### src/rtl/regfile_wb_arbiter_pkg.sv
// Shared types and constants for the register-file writeback arbiter and its
// read-forwarding muxes.
package regfile_wb_arbiter_pkg;

    localparam int         WB_WIDTH      = 32;
    localparam int         RF_READ_PORTS = 6;
    localparam logic [4:0] REG_ZERO      = 5'd0;

    typedef struct packed {
        logic                valid;
        logic [4:0]          addr;
        logic [WB_WIDTH-1:0] data;
    } wb_req_t;

    typedef enum logic {
        ST_IDLE  = 1'b0,
        ST_DRAIN = 1'b1
    } state_t;

    // Even registers live in bank 0 (write port 0), odd ones in bank 1.
    function automatic logic bank_of(input logic [4:0] addr);
        return addr[0];
    endfunction

endpackage

### src/rtl/regfile_fwd_mux.sv
// One read port's correction: r0 reads as zero, a deferred write is forwarded,
// otherwise the raw register-file value passes through.
module regfile_fwd_mux
    import regfile_wb_arbiter_pkg::*;
#(
    parameter int WIDTH = 32
) (
    input  logic [4:0]       i_ra,
    input  logic [WIDTH-1:0] i_rf_rd,
    input  logic             i_pend_valid,
    input  logic [4:0]       i_pend_addr,
    input  logic [WIDTH-1:0] i_pend_data,
    output logic [WIDTH-1:0] o_rd
);

    // Zero / pending / raw priority select.
    always_comb begin
        o_rd = i_rf_rd;
        if (i_ra == REG_ZERO) begin
            o_rd = '0;
        end else if (i_pend_valid && (i_ra == i_pend_addr)) begin
            o_rd = i_pend_data;
        end else begin
            o_rd = i_rf_rd;
        end
    end

endmodule

### src/rtl/regfile_wb_arbiter.sv
// Dual writeback arbiter in front of the banked register file: resolves even/odd
// bank conflicts by deferring the younger write one cycle and forwards it to reads.
module regfile_wb_arbiter
    import regfile_wb_arbiter_pkg::*;
#(
    parameter int WIDTH = 32,
    parameter int CNT_W = 16
) (
    input  logic                                       clk,
    input  logic                                       rst,
    input  logic [1:0]                                 req_valid_i,
    input  logic [1:0][4:0]                            req_addr_i,
    input  logic [1:0][WIDTH-1:0]                      req_data_i,
    output logic                                       req_ready_o,
    output logic [4:0]                                 wa0_o,
    output logic [4:0]                                 wa1_o,
    output logic                                       we0_o,
    output logic                                       we1_o,
    output logic [WIDTH-1:0]                           wd0_o,
    output logic [WIDTH-1:0]                           wd1_o,
    input  logic [RF_READ_PORTS-1:0][4:0]              ra_i,
    input  logic [RF_READ_PORTS-1:0][WIDTH-1:0]        rf_rd_i,
    output logic [RF_READ_PORTS-1:0][WIDTH-1:0]        rd_o,
    output logic [CNT_W-1:0]                           stall_cnt_o
);

    state_t           r_state;
    logic [4:0]       r_pend_addr;
    logic [WIDTH-1:0] r_pend_data;
    logic [CNT_W-1:0] r_stall_cnt;

    state_t               w_state_nxt;
    wb_req_t [1:0]        w_req;
    logic                 w_pend_valid;
    logic                 w_both;
    logic                 w_same;
    logic                 w_conflict;
    logic                 w_capture;
    logic [1:0]           w_issue;
    logic [1:0]           w_we;
    logic [1:0][4:0]      w_wa;
    logic [1:0][WIDTH-1:0] w_wd;

    assign w_pend_valid = (r_state == ST_DRAIN);

    // Mask r0 writes and classify the incoming pair.
    always_comb begin
        w_req = '0;
        for (int i = 0; i < 2; i++) begin
            w_req[i].valid = req_valid_i[i] && (req_addr_i[i] != REG_ZERO);
            w_req[i].addr  = req_addr_i[i];
            w_req[i].data  = WB_WIDTH'(req_data_i[i]);
        end
        w_both     = w_req[0].valid && w_req[1].valid;
        w_same     = (w_req[0].addr == w_req[1].addr);
        w_conflict = w_both && !w_same &&
                     (bank_of(w_req[0].addr) == bank_of(w_req[1].addr));
    end

    // Next state and write-port steering.
    always_comb begin
        w_state_nxt = r_state;
        w_capture   = 1'b0;
        w_issue     = 2'b00;
        w_we        = 2'b00;
        w_wa        = '0;
        w_wd        = '0;
        case (r_state)
            ST_IDLE: begin
                // Same-address pairs squash the older write; conflicts defer the younger.
                w_issue[0] = w_req[0].valid && !(w_both && w_same);
                w_issue[1] = w_req[1].valid && !w_conflict;
                w_capture  = w_conflict;
                w_state_nxt = w_conflict ? ST_DRAIN : ST_IDLE;
                for (int p = 0; p < 2; p++) begin
                    if (w_issue[0] && (bank_of(w_req[0].addr) == 1'(p))) begin
                        w_we[p] = 1'b1;
                        w_wa[p] = w_req[0].addr;
                        w_wd[p] = WIDTH'(w_req[0].data);
                    end else if (w_issue[1] && (bank_of(w_req[1].addr) == 1'(p))) begin
                        w_we[p] = 1'b1;
                        w_wa[p] = w_req[1].addr;
                        w_wd[p] = WIDTH'(w_req[1].data);
                    end else begin
                        w_we[p] = 1'b0;
                    end
                end
            end
            ST_DRAIN: begin
                w_state_nxt = ST_IDLE;
                for (int p = 0; p < 2; p++) begin
                    if (!rst && (bank_of(r_pend_addr) == 1'(p))) begin
                        w_we[p] = 1'b1;
                        w_wa[p] = r_pend_addr;
                        w_wd[p] = r_pend_data;
                    end else begin
                        w_we[p] = 1'b0;
                    end
                end
            end
            default: begin
                w_state_nxt = ST_IDLE;
            end
        endcase
    end

    // State, pending slot and saturating stall counter.
    always_ff @(posedge clk) begin
        if (rst) begin
            r_state     <= ST_IDLE;
            r_pend_addr <= REG_ZERO;
            r_pend_data <= '0;
            r_stall_cnt <= '0;
        end else begin
            r_state <= w_state_nxt;
            if (w_capture) begin
                r_pend_addr <= w_req[1].addr;
                r_pend_data <= WIDTH'(w_req[1].data);
            end else begin
                r_pend_addr <= r_pend_addr;
                r_pend_data <= r_pend_data;
            end
            if (w_pend_valid && (r_stall_cnt != {CNT_W{1'b1}})) begin
                r_stall_cnt <= r_stall_cnt + CNT_W'(1);
            end else begin
                r_stall_cnt <= r_stall_cnt;
            end
        end
    end

    assign req_ready_o = rst || !w_pend_valid;
    assign stall_cnt_o = rst ? '0 : r_stall_cnt;
    assign we0_o = w_we[0];
    assign we1_o = w_we[1];
    assign wa0_o = w_wa[0];
    assign wa1_o = w_wa[1];
    assign wd0_o = w_wd[0];
    assign wd1_o = w_wd[1];

    for (genvar k = 0; k < RF_READ_PORTS; k++) begin : g_fwd
        regfile_fwd_mux #(.WIDTH(WIDTH)) u_fwd (
            .i_ra        (ra_i[k]),
            .i_rf_rd     (rf_rd_i[k]),
            .i_pend_valid(w_pend_valid),
            .i_pend_addr (r_pend_addr),
            .i_pend_data (r_pend_data),
            .o_rd        (rd_o[k])
        );
    end

endmodule
### config.mk
export PLATFORM = sky130hd
export DESIGN_NAME = regfile_wb_arbiter
export DESIGN_NICKNAME = d
export VERILOG_FILES = /design/src/rtl/regfile_wb_arbiter_pkg.sv /design/src/rtl/regfile_fwd_mux.sv /design/src/rtl/regfile_wb_arbiter.sv
export SDC_FILE = /design/constraint.sdc
export NUM_CORES = 1
export LEC_CHECK = 0
export CAP_MARGIN = 20
export CORE_AREA = 2 2 230 232
export DETAILED_ROUTE_END_ITERATION = 16
export DIE_AREA = 0 0 232 234
export GPL_TIMING_DRIVEN = 0
export PLACE_DENSITY = 0.52
export REMOVE_ABC_BUFFERS = 1
export SLEW_MARGIN = 20
export SYNTH_ARGS = -nofsm -noshare
export SYNTH_HDL_FRONTEND = slang
export SYNTH_SLANG_ARGS = --single-unit
### constraint.sdc
create_clock -name clk -period 7.7 [get_ports clk]
set_input_delay 2.31 -clock clk [delete_from_list [all_inputs] [get_ports clk]]
set_output_delay 2.31 -clock clk [all_outputs]
set_load 0.03 [all_outputs]
==> summary.md <==
| Metric | Value |
|---|---|
| Status | `finished clean` |
| DIE WIDTH | `232 um` |
| Post-DP HPWL | `46.7 mm` |
| Dominant synthesized flop cell | `dfxtp_1` |
| Most common cell after layout, fill and taps aside | `clkdlybuf4s50_1` |
| Min cycle time layout | `7590 ps` |
| Final setup vio count | `0` |
| Final Hold Slack | `509 ps` |
| Clock sink count | `54` |
| Clock slew at reported path FFs | `90 ps` |
| Cells after Synth | `1305` |
| WP buf/inv | `5` |
| Final core utilization | `0.288` |
| Initial drt markers | `991` |
| Pins Over Slew Limit | `0` |
| PortBufs | `583` |
| Placed Instance Area | `14800 um^2` |
| RePlAce Congestion | `0.828` |
| # rows | `84` |
| Worst vdd ir | `0.0000798 V` |
| Top-area cell type share of the netlist area | `0.127` |
| Largest cells by area after synthesis | `dfxtp_1 (13%), a21oi_1 (12%), nand3_1 (12%), o21ai_0 (11%), a221o_1 (8.5%)` |
| Min-delay worst type | `register to register` |
| RSZ-0062 raised after global routing | `no` |
| Clock skew | `11.1 ps` |
| Die area | `54300 um^2` |
| Kind of critical path | `input pin to output port` |
| Final wirelength | `63.8 mm` |
| CP Capture Type | `output port` |
| Tcrit/Tclk final | `0.985` |
| Sequential fraction of the synthesis area | `0.127` |
| Multi-input gate area | `6680 um^2` |
| Worst Path Required | `5390 ps` |
| Fill cells | `5685` |
| Worst-Skew Late Latency | `310 ps` |
| Hold_buf cts | `0` |
| Drt pass-1 iters | `5` |
| Final Instance Area | `15000 um^2` |
| Number of enable flip-flop cells after synthesis | `0` |
| Syn Area/Cell | `6.50 um^2` |
| Slew at the pin closest to its max-slew limit | `1200 ps` |
| Drt drc | `0` |
| Fmax | `132 MHz` |
| DR vias | `12500` |
| Post-synth cell types | `44` |
| CP max FO | `25` |
| MaxCap Viol Count | `0` |
| Leak Pwr | `4.72 nW` |
| Storage cell area | `1090 um^2` |
| First-pass GRT wire length | `86.6 mm` |
| Crit-path cells | `clkdlybuf4s50_1 -> or4_1 -> and3b_2 -> buf_12 -> a211oi_4 -> buf_4 -> buf_8 -> a221o_1 -> dlygate4sd2_1` |
| Clk root buf | `clkbuf_16` |
| Antenna violations before repair | `8` |
| Detailed-route wire length per cell | `26.4 um` |
| Ys async rst share | `0` |
| CTS max path bufs | `2` |
| Crit path arrival time | `5280 ps` |
| Vias in the first global route | `12000` |
| Post-synthesis cell area | `8480 um^2` |
| Power Density | `93.6 nW/um^2` |
| # IOs | `585` |
| ANT nets after route | `0` |
| Vias/cell | `5.20` |
| Placed cells | `2393` |
| Crit-path leading delay family | `buffers and inverters` |
| Yosys warning total | `0` |
| Crit path max-delay cell type | `or4_1` |
| Commonest non-fill, non-tap cells in the layout | `clkdlybuf4s50_1 (546), a21oi_1 (202), nand3_1 (199)` |
| Clock buffer count from CTS | `5` |
| Area Growth Syn to Fin | `76.6%` |
| Total power | `1.40 mW` |
| Slew headroom | `0.200` |
| Dominant cell type by area after synthesis | `dfxtp_1` |
| Fin. Hold Viols | `0` |
| CORE AREA | `52000 um^2` |
| H-tree depth | `2` |
| All-Layer GR Usage | `0.218` |
| Pin count of the biggest net entering global routing | `94` |
| CP startpoint kind | `input pin` |
| Nets | `2021` |
| Share of cells above drive strength 1 | `0.0471` |
| Die Ht | `234 um` |
| Max incr delay on CP | `650 ps` |
| Register bit total from synthesis | `54` |
| Initial Util | `0.163` |
| CTS tree | `built` |
| GRT overflow | `0` |
| Post-route insts no fill | `2412` |
## sequential cells by signal, indices dropped and copies added, names as in the netlist
name	cells
r_pend_data	32
r_state	1
r_stall_cnt	16
r_pend_addr	5
## Yosys cell counts, types with 2 or more instances
cell type / n
a21oi_1: 202
a221o_1: 72
and2_1: 11
and3_1: 7
and4_1: 8
buf_1: 8
buf_2: 8
buf_6: 4
clkbuf_1: 181
dfxtp_1: 54
inv_1: 3
mux2_2: 13
mux2i_1: 37
nand2_1: 12
nand2b_1: 75
nand3_1: 199
nand4_1: 11
nor2_1: 23
nor2b_1: 19
nor3_1: 3
nor3b_1: 31
nor4_1: 2
o2111a_1: 32
o211a_1: 3
o21a_1: 31
o21ai_0: 194
o31ai_1: 2
or2_2: 3
or3_1: 3
or4_1: 7
xnor2_1: 34
## worst paths after layout
kind	start	to	slack, ps	depth (start not counted)
setup / recovery	req_addr_i[1]	wd0_o[28]	110	9
hold / removal	r_stall_cnt[10]	r_stall_cnt[10]	510	2
setup reg to reg	r_state	r_stall_cnt[0]	5410	4
hold reg to reg	r_stall_cnt[10]	r_stall_cnt[10]	510	2
## where the power goes
group | total [mW] | internal, mW | switching (mW)
Sequential | 0.344 | 0.286 | 0.0575
Clock | 0.246 | 0.125 | 0.121
Combinational | 0.812 | 0.379 | 0.433
Total | 1.40 | 0.790 | 0.612
## worst min-delay path, cell delays in order (launching register included)
cell	delay (ps)
dfxtp_1	340
o31ai_1	70
a21oi_1	60
## timing repair
item,CTS,global route
setup endpoints to repair,72,0
resized for setup,37,0
buffers inserted,5,0
## metrics by stage
stage,worst slack (ps),setup TNS (ps)
floorplan,-852,-43600
global placement,-4340,-347760
detailed placement,-716,-33180
CTS,51.2,0
global route,34.5,0
finish,115,0
## logic make-up (layout without fill, tap and decap cells)
group           after synthesis  after routing  share of synthesized area
buf+inv                     206            622                     0.0963
simple gates                417            417                      0.277
fa+ha+maj                     1              1                    0.00148
compound gates              542            542                      0.401
flops                        54             54                      0.127
mux                          50             50                     0.0609
xor+xnor                     34             34                     0.0351
other cells                   1              4                   0.000442
## final cells by class
type	instances	area share
Antenna cell	3	0.000501
Clock buffer	5	0.00835
Clock inverter	3	0.00192
Inverter	4	0.00109
Multi-Input combinational cell	1045	0.446
Sequential cell	54	0.0725
Tap cell	688	0.0575
Timing Repair Buffer	610	0.412
## layer usage
layer,track usage,up-vias,share of wire
met5,0,-,0.00094
met4,0.0719,10,0.034
met3,0.0467,101,0.088
met2,0.359,680,0.46
met1,0.283,6052,0.42
li1,-,5693,-
Note: power is estimated with default switching activity, not from simulation.
